<file path="config.mk">
export PLATFORM = sky130hd
export DESIGN_NAME = id_stage_piped_flat
export DESIGN_NICKNAME = d
export VERILOG_FILES = /design/src/rtl/id_stage_piped_if.sv /design/src/rtl/id_stage_piped.sv /design/src/flat_wrapper.sv
export SDC_FILE = /design/constraint.sdc
export NUM_CORES = 1
export LEC_CHECK = 0
export CORE_MARGIN = 4
export CORE_UTILIZATION = 59
export CTS_CLUSTER_SIZE = 10
export DETAILED_ROUTE_END_ITERATION = 6
export GPL_ROUTABILITY_DRIVEN = 0
export PLACE_DENSITY = 0.92
export SYNTH_ARGS = -nofsm -noshare
export SYNTH_HDL_FRONTEND = slang
export SYNTH_SLANG_ARGS = --single-unit
</file>
<file path="constraint.sdc">
create_clock -name clk -period 5.81 [get_ports clk]
set_clock_uncertainty 0.2 [all_clocks]
set_input_delay 1.162 -clock clk [delete_from_list [all_inputs] [get_ports clk]]
set_output_delay 1.162 -clock clk [all_outputs]
set_load 0.01 [all_outputs]
</file>
<file path="src/rtl/id_stage_piped_if.sv">
// id_stage_piped_if: decode-stage bus between IF/ID, hazard unit, write-back and EX
// Inputs to the stage: pc_in, instruction_in, instr_valid_in, status_register, reg_file_wb_*,
//   hazard, stall, flush.
// Outputs from the stage: two_src, reg_file_*_src_out, ignore_hazard_out (combinational) and the
//   ID/EX register fields valid_out .. shift_operand.
// master drives the stage inputs, slave is the decode stage itself.
interface id_stage_piped_if #(parameter int DATA_W = 32, parameter int PC_W = 32);
  logic [PC_W-1:0]   pc_in;
  logic [31:0]       instruction_in;
  logic              instr_valid_in;
  logic [3:0]        status_register;
  logic [DATA_W-1:0] reg_file_wb_data;
  logic [3:0]        reg_file_wb_address;
  logic              reg_file_wb_en;
  logic              hazard;
  logic              stall;
  logic              flush;
  logic              two_src;
  logic [3:0]        reg_file_first_src_out;
  logic [3:0]        reg_file_second_src_out;
  logic              ignore_hazard_out;
  logic              valid_out;
  logic [PC_W-1:0]   pc_out;
  logic [3:0]        execute_command_out;
  logic              mem_read_en_out;
  logic              mem_write_en_out;
  logic              wb_enable_out;
  logic              immediate_out;
  logic              branch_taken_out;
  logic              status_write_enable_out;
  logic [DATA_W-1:0] reg_file_out1;
  logic [DATA_W-1:0] reg_file_out2;
  logic [3:0]        dest_reg_out;
  logic [23:0]       signed_immediate;
  logic [11:0]       shift_operand;
  modport master (
    output pc_in, instruction_in, instr_valid_in, status_register, reg_file_wb_data,
           reg_file_wb_address, reg_file_wb_en, hazard, stall, flush,
    input  two_src, reg_file_first_src_out, reg_file_second_src_out, ignore_hazard_out,
           valid_out, pc_out, execute_command_out, mem_read_en_out, mem_write_en_out,
           wb_enable_out, immediate_out, branch_taken_out, status_write_enable_out,
           reg_file_out1, reg_file_out2, dest_reg_out, signed_immediate, shift_operand
  );
  modport slave (
    input  pc_in, instruction_in, instr_valid_in, status_register, reg_file_wb_data,
           reg_file_wb_address, reg_file_wb_en, hazard, stall, flush,
    output two_src, reg_file_first_src_out, reg_file_second_src_out, ignore_hazard_out,
           valid_out, pc_out, execute_command_out, mem_read_en_out, mem_write_en_out,
           wb_enable_out, immediate_out, branch_taken_out, status_write_enable_out,
           reg_file_out1, reg_file_out2, dest_reg_out, signed_immediate, shift_operand
  );
endinterface

</file>
<file path="src/rtl/id_stage_piped.sv">
// id_stage_piped: ARM decode stage with register file, condition check and ID/EX register
// Ports: clk, rst (synchronous, active-low), bus (id_stage_piped_if.slave).
// Optional macro WB_BYPASS_EN: forward same-cycle write-back data to the operand reads.
// Control word order: {exe_cmd[3:0], mem_read, mem_write, wb, imm, branch, status_write}.
// Controller: mode 00 MOV/MVN/ADD/ADC/SUB/SBC/AND/ORR/EOR write back, CMP/TST only set flags;
//   mode 01 LDR (S=1) / STR (S=0) with exe_cmd ADD; mode 10 branch.
module id_stage_piped #(
  parameter int DATA_W   = 32,
  parameter int PC_W     = 32,
  parameter int NUM_REGS = 16
) (
  input logic clk,
  input logic rst,
  id_stage_piped_if.slave bus
);
`ifdef WB_BYPASS_EN
  localparam logic BYP = 1'b1;
`else
  localparam logic BYP = 1'b0;
`endif
  localparam logic [4:0] NR = 5'(NUM_REGS);
  logic [DATA_W-1:0] r_regs [16];
  logic              r_valid;
  logic [9:0]        r_ctrl;
  logic [PC_W-1:0]   r_pc;
  logic [DATA_W-1:0] r_op1, r_op2;
  logic [3:0]        r_dest;
  logic [23:0]       r_simm;
  logic [11:0]       r_shift;
  logic [31:0]       w_ins;
  logic [3:0]        w_exe, w_a1, w_a2;
  logic              w_mr, w_mw, w_wb, w_br, w_sw, w_ign, w_base, w_cond, w_live;
  logic              w_n, w_z, w_c, w_v;
  logic [9:0]        w_ctrl;
  logic [DATA_W-1:0] w_op1, w_op2;
  assign w_ins = bus.instruction_in;
  assign {w_n, w_z, w_c, w_v} = bus.status_register;
  always_comb begin
    w_exe = 4'b0000;
    w_mr  = 1'b0;
    w_mw  = 1'b0;
    w_wb  = 1'b0;
    w_br  = 1'b0;
    w_sw  = 1'b0;
    w_ign = 1'b0;
    case (w_ins[27:26])
      2'b00: begin
        w_sw = w_ins[20];
        w_wb = 1'b1;
        case (w_ins[24:21])
          4'b1101: begin w_exe = 4'b0001; w_ign = 1'b1; end
          4'b1111: begin w_exe = 4'b1001; w_ign = 1'b1; end
          4'b0100: w_exe = 4'b0010;
          4'b0101: w_exe = 4'b0011;
          4'b0010: w_exe = 4'b0100;
          4'b0110: w_exe = 4'b0101;
          4'b0000: w_exe = 4'b0110;
          4'b1100: w_exe = 4'b0111;
          4'b0001: w_exe = 4'b1000;
          4'b1010: begin w_exe = 4'b0100; w_wb = 1'b0; end
          4'b1000: begin w_exe = 4'b0110; w_wb = 1'b0; end
          default: begin w_wb = 1'b0; w_sw = 1'b0; end
        endcase
      end
      2'b01: begin
        w_exe = 4'b0010;
        w_mr  = w_ins[20];
        w_mw  = ~w_ins[20];
        w_wb  = w_ins[20];
      end
      2'b10: begin w_br = 1'b1; w_ign = 1'b1; end
      default: w_exe = 4'b0000;
    endcase
  end
  assign w_ctrl = {w_exe, w_mr, w_mw, w_wb, w_ins[25], w_br, w_sw};
  // Conditions come in pairs: odd codes invert the even one, except 111x (AL / never).
  always_comb begin
    case (w_ins[31:29])
      3'b000:  w_base = w_z;
      3'b001:  w_base = w_c;
      3'b010:  w_base = w_n;
      3'b011:  w_base = w_v;
      3'b100:  w_base = w_c & ~w_z;
      3'b101:  w_base = w_n == w_v;
      3'b110:  w_base = ~w_z & (w_n == w_v);
      default: w_base = 1'b1;
    endcase
  end
  assign w_cond = &w_ins[31:29] ? ~w_ins[28] : w_base ^ w_ins[28];
  assign w_live = bus.instr_valid_in & ~bus.hazard & w_cond;
  assign w_a1 = w_ins[19:16];
  assign w_a2 = w_mw ? w_ins[15:12] : w_ins[3:0];
  assign w_op1 = ({1'b0, w_a1} >= NR) ? '0 :
                 (BYP && bus.reg_file_wb_en && bus.reg_file_wb_address == w_a1) ? bus.reg_file_wb_data :
                 r_regs[w_a1];
  assign w_op2 = ({1'b0, w_a2} >= NR) ? '0 :
                 (BYP && bus.reg_file_wb_en && bus.reg_file_wb_address == w_a2) ? bus.reg_file_wb_data :
                 r_regs[w_a2];
  assign bus.two_src                 = bus.instr_valid_in & (~w_ins[25] | w_mw);
  assign bus.reg_file_first_src_out  = bus.instr_valid_in ? w_a1 : 4'h0;
  assign bus.reg_file_second_src_out = bus.instr_valid_in ? w_a2 : 4'h0;
  assign bus.ignore_hazard_out       = bus.instr_valid_in & w_ign;
  always_ff @(posedge clk) begin
    if (!rst)
      for (int i = 0; i < 16; i++) r_regs[i] <= '0;
    else if (bus.reg_file_wb_en && {1'b0, bus.reg_file_wb_address} < NR)
      r_regs[bus.reg_file_wb_address] <= bus.reg_file_wb_data;
  end
  always_ff @(posedge clk) begin
    if (!rst) begin
      r_valid <= 1'b0;
      r_ctrl  <= '0;
      r_pc    <= '0;
      r_op1   <= '0;
      r_op2   <= '0;
      r_dest  <= '0;
      r_simm  <= '0;
      r_shift <= '0;
    end else if (bus.flush) begin
      r_valid <= 1'b0;
      r_ctrl  <= '0;
    end else if (!bus.stall) begin
      r_valid <= w_live;
      r_ctrl  <= w_live ? w_ctrl : '0;
      r_pc    <= bus.pc_in;
      r_op1   <= w_op1;
      r_op2   <= w_op2;
      r_dest  <= w_ins[15:12];
      r_simm  <= w_ins[23:0];
      r_shift <= w_ins[11:0];
    end
  end
  assign bus.valid_out = r_valid;
  assign {bus.execute_command_out, bus.mem_read_en_out, bus.mem_write_en_out, bus.wb_enable_out,
          bus.immediate_out, bus.branch_taken_out, bus.status_write_enable_out} = r_ctrl;
  assign bus.pc_out           = r_pc;
  assign bus.reg_file_out1    = r_op1;
  assign bus.reg_file_out2    = r_op2;
  assign bus.dest_reg_out     = r_dest;
  assign bus.signed_immediate = r_simm;
  assign bus.shift_operand    = r_shift;
endmodule

</file>
<file path="src/flat_wrapper.sv">
// flat-port wrapper written by rule: the top's interface ports become plain ports
module id_stage_piped_flat 
#(
  parameter int DATA_W   = 32,
  parameter int PC_W     = 32,
  parameter int NUM_REGS = 16
)
  (clk, rst, bus_pc_in, bus_instruction_in, bus_instr_valid_in, bus_status_register, bus_reg_file_wb_data, bus_reg_file_wb_address, bus_reg_file_wb_en, bus_hazard, bus_stall, bus_flush, bus_two_src, bus_reg_file_first_src_out, bus_reg_file_second_src_out, bus_ignore_hazard_out, bus_valid_out, bus_pc_out, bus_execute_command_out, bus_mem_read_en_out, bus_mem_write_en_out, bus_wb_enable_out, bus_immediate_out, bus_branch_taken_out, bus_status_write_enable_out, bus_reg_file_out1, bus_reg_file_out2, bus_dest_reg_out, bus_signed_immediate, bus_shift_operand);
  id_stage_piped_if #(.DATA_W(DATA_W), .PC_W(PC_W)) bus_i ();
  input logic clk;
  input logic rst;
  input wire logic [$bits(bus_i.pc_in)-1:0] bus_pc_in;
  input wire logic [$bits(bus_i.instruction_in)-1:0] bus_instruction_in;
  input wire logic [$bits(bus_i.instr_valid_in)-1:0] bus_instr_valid_in;
  input wire logic [$bits(bus_i.status_register)-1:0] bus_status_register;
  input wire logic [$bits(bus_i.reg_file_wb_data)-1:0] bus_reg_file_wb_data;
  input wire logic [$bits(bus_i.reg_file_wb_address)-1:0] bus_reg_file_wb_address;
  input wire logic [$bits(bus_i.reg_file_wb_en)-1:0] bus_reg_file_wb_en;
  input wire logic [$bits(bus_i.hazard)-1:0] bus_hazard;
  input wire logic [$bits(bus_i.stall)-1:0] bus_stall;
  input wire logic [$bits(bus_i.flush)-1:0] bus_flush;
  output wire logic [$bits(bus_i.two_src)-1:0] bus_two_src;
  output wire logic [$bits(bus_i.reg_file_first_src_out)-1:0] bus_reg_file_first_src_out;
  output wire logic [$bits(bus_i.reg_file_second_src_out)-1:0] bus_reg_file_second_src_out;
  output wire logic [$bits(bus_i.ignore_hazard_out)-1:0] bus_ignore_hazard_out;
  output wire logic [$bits(bus_i.valid_out)-1:0] bus_valid_out;
  output wire logic [$bits(bus_i.pc_out)-1:0] bus_pc_out;
  output wire logic [$bits(bus_i.execute_command_out)-1:0] bus_execute_command_out;
  output wire logic [$bits(bus_i.mem_read_en_out)-1:0] bus_mem_read_en_out;
  output wire logic [$bits(bus_i.mem_write_en_out)-1:0] bus_mem_write_en_out;
  output wire logic [$bits(bus_i.wb_enable_out)-1:0] bus_wb_enable_out;
  output wire logic [$bits(bus_i.immediate_out)-1:0] bus_immediate_out;
  output wire logic [$bits(bus_i.branch_taken_out)-1:0] bus_branch_taken_out;
  output wire logic [$bits(bus_i.status_write_enable_out)-1:0] bus_status_write_enable_out;
  output wire logic [$bits(bus_i.reg_file_out1)-1:0] bus_reg_file_out1;
  output wire logic [$bits(bus_i.reg_file_out2)-1:0] bus_reg_file_out2;
  output wire logic [$bits(bus_i.dest_reg_out)-1:0] bus_dest_reg_out;
  output wire logic [$bits(bus_i.signed_immediate)-1:0] bus_signed_immediate;
  output wire logic [$bits(bus_i.shift_operand)-1:0] bus_shift_operand;
  assign bus_i.pc_in = bus_pc_in;
  assign bus_i.instruction_in = bus_instruction_in;
  assign bus_i.instr_valid_in = bus_instr_valid_in;
  assign bus_i.status_register = bus_status_register;
  assign bus_i.reg_file_wb_data = bus_reg_file_wb_data;
  assign bus_i.reg_file_wb_address = bus_reg_file_wb_address;
  assign bus_i.reg_file_wb_en = bus_reg_file_wb_en;
  assign bus_i.hazard = bus_hazard;
  assign bus_i.stall = bus_stall;
  assign bus_i.flush = bus_flush;
  assign bus_two_src = bus_i.two_src;
  assign bus_reg_file_first_src_out = bus_i.reg_file_first_src_out;
  assign bus_reg_file_second_src_out = bus_i.reg_file_second_src_out;
  assign bus_ignore_hazard_out = bus_i.ignore_hazard_out;
  assign bus_valid_out = bus_i.valid_out;
  assign bus_pc_out = bus_i.pc_out;
  assign bus_execute_command_out = bus_i.execute_command_out;
  assign bus_mem_read_en_out = bus_i.mem_read_en_out;
  assign bus_mem_write_en_out = bus_i.mem_write_en_out;
  assign bus_wb_enable_out = bus_i.wb_enable_out;
  assign bus_immediate_out = bus_i.immediate_out;
  assign bus_branch_taken_out = bus_i.branch_taken_out;
  assign bus_status_write_enable_out = bus_i.status_write_enable_out;
  assign bus_reg_file_out1 = bus_i.reg_file_out1;
  assign bus_reg_file_out2 = bus_i.reg_file_out2;
  assign bus_dest_reg_out = bus_i.dest_reg_out;
  assign bus_signed_immediate = bus_i.signed_immediate;
  assign bus_shift_operand = bus_i.shift_operand;
  id_stage_piped #(.DATA_W(DATA_W), .PC_W(PC_W), .NUM_REGS(NUM_REGS)) u_core (.clk(clk), .rst(rst), .bus(bus_i));
endmodule
</file>
==> results of run 1 <==
-- worst paths after layout --
check / endpoint / slack (ps) / startpoint / depth (start not counted)
worst max-delay path: bus_reg_file_second_src_out[0] / 1010 / bus_instruction_in[26] / 5
worst max register to register: u_core.bus.reg_file_out1[13] / 3620 / u_core.r_regs[4][13] / 4
worst min-delay path: u_core.bus.reg_file_out1[5] / 260 / u_core.bus.reg_file_out1[5] / 2
worst min register to register: u_core.bus.reg_file_out1[5] / 260 / u_core.bus.reg_file_out1[5] / 2
-- stage by stage --
step,util [%],setup WS [ps],instances,area (um2)
after detailed placement,65.3,1050,3343,37000
after floorplan,-,1160,2522,33800
final,69.2,1010,3483,39200
after global placement,65.3,1080,3343,37000
after CTS,69.2,1050,3472,39200
after global routing,69.2,967,3479,39200
-- critical path, stage by stage --
cell             delay (ps)
clkdlybuf4s50_1         700
or3b_4                  570
mux2_4                  350
and2_1                  170
clkdlybuf4s50_1         480
-- registers in the layout, indices dropped and copies added (netlist names) --
name                         flops
u_core.bus.valid_out             1
u_core.bus.reg_file_out2        32
u_core.bus.shift_operand        11
u_core.r_regs                  512
u_core.r_ctrl                   10
u_core.bus.reg_file_out1        32
u_core.bus.signed_immediate     13
u_core.bus.pc_out               32
-- layout make-up --
| cell class | count | area (um2) |
|---|---|---|
| clock inverters | 3 | 18.8 |
| inverters | 3 | 11.3 |
| diodes | 11 | 27.5 |
| flip-flops and latches | 643 | 18000 |
| repair buffers | 322 | 3140 |
| well taps | 756 | 946 |
| clock buffers | 126 | 2170 |
| fillers | 3446 | 17400 |
| multi-input cells | 1619 | 14900 |
-- layer usage --
metal,GRT usage [%],up-vias
li1,-,9788
met1,45.3,12300
met2,55.8,2943
met3,15.7,687
met4,23.9,10
met5,0,-
-- report_power, final --
part           internal (mW)  total [mW]  switching (mW)
registers               5.24        5.43           0.198
logic                  0.675        1.53           0.856
clock network           2.53        4.35            1.83
total                   8.44        11.3            2.88
-- synth_stat cells (13+ instances only) --
cell      instances
a21oi_1          57
a21boi_0         86
dfxtp_1         131
edfxtp_1        512
nor3_1           13
and2_1          518
buf_1            15
nor2_1           18
o221ai_2         23
clkbuf_1        155
mux4_2          242
buf_6            13
nand4_1          26
nand3_1          26
buf_2            50
mux2i_1         141
buf_4            24
nand2_1         236
o21ai_0          62
a22oi_1          31
o22a_1           25
-- cells by family after synthesis --
group	synth area share (%)
xor gates and xnor gates	0.0777
DFF	53.2
and+or+nand+nor	14.4
buffers and inverters	3.63
muxes	21.2
AOI/OAI and AO/OA	7.51
-- placed cells by master (no fill, tap or decap), types with 23 or more instances in the layout --
| cell | instances |
|---|---|
| mux4_2 | 242 |
| edfxtp_1 | 512 |
| nand4_1 | 26 |
| clkdlybuf4s50_1 | 258 |
| o221ai_2 | 23 |
| a22oi_1 | 31 |
| a21boi_0 | 86 |
| buf_4 | 52 |
| and2_1 | 518 |
| o21ai_0 | 50 |
| dfxtp_1 | 131 |
| nand3_1 | 26 |
| clkbuf_16 | 79 |
| a21oi_1 | 57 |
| mux2i_1 | 141 |
| clkbuf_1 | 45 |
| o22a_1 | 25 |
| nand2_1 | 236 |
==> results.yml, run 1 <==
sta:
  slew_headroom_pct: 11.1
  setup_tns_ps: 0
  finalHoldViolCount: 0
  period_share_pct: 82.6
  fmax_mhz: 208
  tightest_slew_ps: 1330
  slew_violations: 0
  rsz0062_at_grt: "false"
  min_period_ps: 4800
  setup_viol: 0
  timing.hold.ws_ps: 264
worst_setup_path:
  crit_path_start_kind: "input port"
  cp-end-kind: "output port"
  critPathKind: "in2out"
  worstPathArrival_ps: 3440
  critPathRequiredTime_ps: 4450
  critPathMaxFanout: 12
floorplan:
  core_mm2: 0.0566
  fp.dieH_um: 247
  die_x_um: 247
  placementRows: 87
  die_area_mm2: 0.0612
  pin_count: 268
  start_util_pct: 59.7
global_routing:
  grt_pass1_vias: 25800
  antenna_found_initial: 16
  grt_max_degree: 103
  gr-total-overflow: 0
  grt_pass1_wl_um: 166000
  grtUsageTotal_pct: 37.5
clock_tree:
  postCtsHoldBufs: 0
  htreeDepth: 3
  clock_sinks: 643
  path_clk_slew_ps: 50
  numCtsBuffers: 75
  postCtsResizedCells: 0
  cts_buffer_depth: 3
  post-cts-setup-buffers: 0
  cts_root_buffer: "clkbuf_16"
  clock_latency_ps: 630
  cts_tree: "yes"
power_and_ir_drop:
  pwr_density_cell_mw_per_mm2: 289
  p_leak_nw: 13.6
  p_total_mw: 11.3
  irDropWorstVdd_mv: 0.269
synthesis:
  yosysTopAreaCell: "edfxtp_1"
  synthArstFlopShare_pct: 0
  synth.distinct_cells: 58
  synthCells: 2522
  synth-edff-count: 512
  yosys_warnings: 0
  synthTopCellsByArea: "edfxtp_1 (45%), mux4_2 (16%), and2_1 (9.6%)"
  seq_area_frac_synth_pct: 53.2
  synth-seq-cells: 643
  synth-main-ff-cell: "edfxtp_1"
  avgSynthCellArea_um2: 13.4
  synth_area_mm2: 0.0338
  yosysTopAreaCellShare_pct: 45.5
  syn-num-nets: 2633
min_path:
  hold_path.class: "reg2reg"
route:
  wl_met3_um: 21800
  top_layer: "met5"
  wl_met2_um: 51000
  first_pass_iters: 7
  drcViolationCount: 1
  ant_nets: 0
  wirelength_um: 117000
  drtIter0Drc: 4760
  avgViaCountPerCell: 7.39
  vias: 25700
  m1WireLength_um: 35100
  wire_per_inst_um: 33.5
job:
  max-cap-violations: 0
status:
  failed_checks: "design-rule violations"
  status: "complete, but fails checks"
placement:
  hpwl_um: 63900
  port_buffers: 267
final_layout:
  drive_gt1_share_pct: 17.4
  fin_nets: 2775
  area_growth_pct: 15.9
Note: power is estimated with default switching activity, not from simulation.
==> run 2: changes to the inputs <==
==> constraint.sdc (replaced) <==
create_clock -name clk -period 4.75 [get_ports clk]
set_clock_uncertainty 0.2 [all_clocks]
set_input_delay 0.95 -clock clk [delete_from_list [all_inputs] [get_ports clk]]
set_output_delay 0.95 -clock clk [all_outputs]
set_load 0.01 [all_outputs]
==> results.yml, run 2 (synthesized netlist as in run 1, its figures left out) <==
sta:
  min_period_ps: 4290
  tightest_slew_ps: 1360
  fmax_mhz: 233
  worst_slack_ps: 456
  period_share_pct: 90.4
  slew_headroom_pct: 9.25
  slew_violations: 0
  rsz0062_at_grt: "false"
  finalHoldViolCount: 0
  setup_tns_ps: 0
  setup_viol: 0
placement:
  hpwl_um: 67600
  port_buffers: 267
  postPlaceCellArea_mm2: 0.0372
  place_ws_ps: 425
  dp_cells: 3367
worst_setup_path:
  critPathRequiredTime_ps: 3600
  crit_path_start_kind: "input port"
  cp-end-kind: "output port"
  critPathMaxFanout: 12
  worstPathArrival_ps: 3140
  critPathKind: "in2out"
route:
  m1WireLength_um: 35000
  wl_met2_um: 52300
  wire_per_inst_um: 33.6
  wirelength_um: 118000
  drcViolationCount: 0
  first_pass_iters: 6
  wl_met3_um: 20800
  vias: 25600
  top_layer: "met5"
  avgViaCountPerCell: 7.29
  ant_nets: 0
  drtIter0Drc: 4389
final_layout:
  largest_reg_flops: 512
  final_cell_mix: "and2_1 (518), edfxtp_1 (512), clkdlybuf4s50_1 (258)"
  final_cells: 3513
  largest-register: "u_core.r_regs"
  design_area_mm2: 0.0395
  final_common_cell: "and2_1"
  drive_gt1_share_pct: 18.1
  fin_util_pct: 69.8
  fin_nets: 2799
  fillers: 3389
  area_growth_pct: 16.8
clock_tree:
  clock_latency_ps: 620
  htreeDepth: 3
  postCtsHoldBufs: 0
  cts_root_buffer: "clkbuf_16"
  cts_buffer_depth: 3
  clock_sinks: 643
  path_clk_slew_ps: 50
  postCtsResizedCells: 0
  numCtsBuffers: 75
  cts_tree: "yes"
  post-cts-setup-buffers: 0
global_routing:
  grt_pass1_vias: 26000
  gr-total-overflow: 0
  grt_pass1_wl_um: 170000
  grtUsageTotal_pct: 38.5
  grt_max_degree: 97
  antenna_found_initial: 17
floorplan:
  placementRows: 87
  die_area_mm2: 0.0612
  start_util_pct: 59.7
  core_mm2: 0.0566
  fp.dieH_um: 247
  pin_count: 268
  die_x_um: 247
min_path:
  hold_path.class: "reg2reg"
power_and_ir_drop:
  irDropWorstVdd_mv: 0.343
  pwr_density_cell_mw_per_mm2: 354
  p_leak_nw: 13.7
job:
  max-cap-violations: 0
status:
  status: "complete, no violations"
## run 2: worst max-delay path, cell delays in order
cell and delay [ps]:
clkdlybuf4s50_1 590, or3b_4 600, mux2_4 350, and2_1 160, clkdlybuf4s50_1 490
## run 2: metrics by stage
step | hold WS [ps] | power (mW)
after floorplan | 288 | 7.75
after global placement | 253 | 8.44
after detailed placement | 256 | 8.54
after CTS | 268 | 13.9
after global routing | 292 | 14.3
final | 267 | 14.0
## run 2: path summary, 6_finish.rpt
check | from | end | slack, ps | cells past startpoint
worst min-delay path | u_core.bus.reg_file_out1[0] | u_core.bus.reg_file_out1[0] | 270 | 2
worst max register to register | u_core.r_regs[4][2] | u_core.bus.reg_file_out1[2] | 2650 | 4
worst max-delay path | bus_instruction_in[27] | bus_reg_file_second_src_out[0] | 460 | 5
worst min register to register | u_core.bus.reg_file_out1[0] | u_core.bus.reg_file_out1[0] | 270 | 2
## run 2: layout make-up
| class | count | area [um2] | area share (%) |
|---|---|---|---|
| clock inverters | 2 | 38.8 | 0.0982 |
| inverters | 3 | 11.3 | 0.0285 |
| clock buffers | 130 | 2190 | 5.54 |
| multi-input cells | 1619 | 14800 | 37.6 |
| well taps | 756 | 946 | 2.40 |
| flip-flops and latches | 643 | 18000 | 45.6 |
| diodes | 14 | 35.0 | 0.0887 |
| repair buffers | 346 | 3430 | 8.69 |
## run 2: report_power, final
| group | internal, mW | switching (mW) |
|---|---|---|
| Sequential | 6.40 | 0.241 |
| Combinational | 0.843 | 1.05 |
| Clock | 3.16 | 2.26 |
## run 2: layer usage
| layer | vias to the layer above | global-route usage (%) |
|---|---|---|
| met5 | - | 0 |
| met4 | 8 | 26.8 |
| met3 | 721 | 15.9 |
| met2 | 2895 | 57.5 |
| met1 | 12200 | 45.4 |
| li1 | 9821 | - |
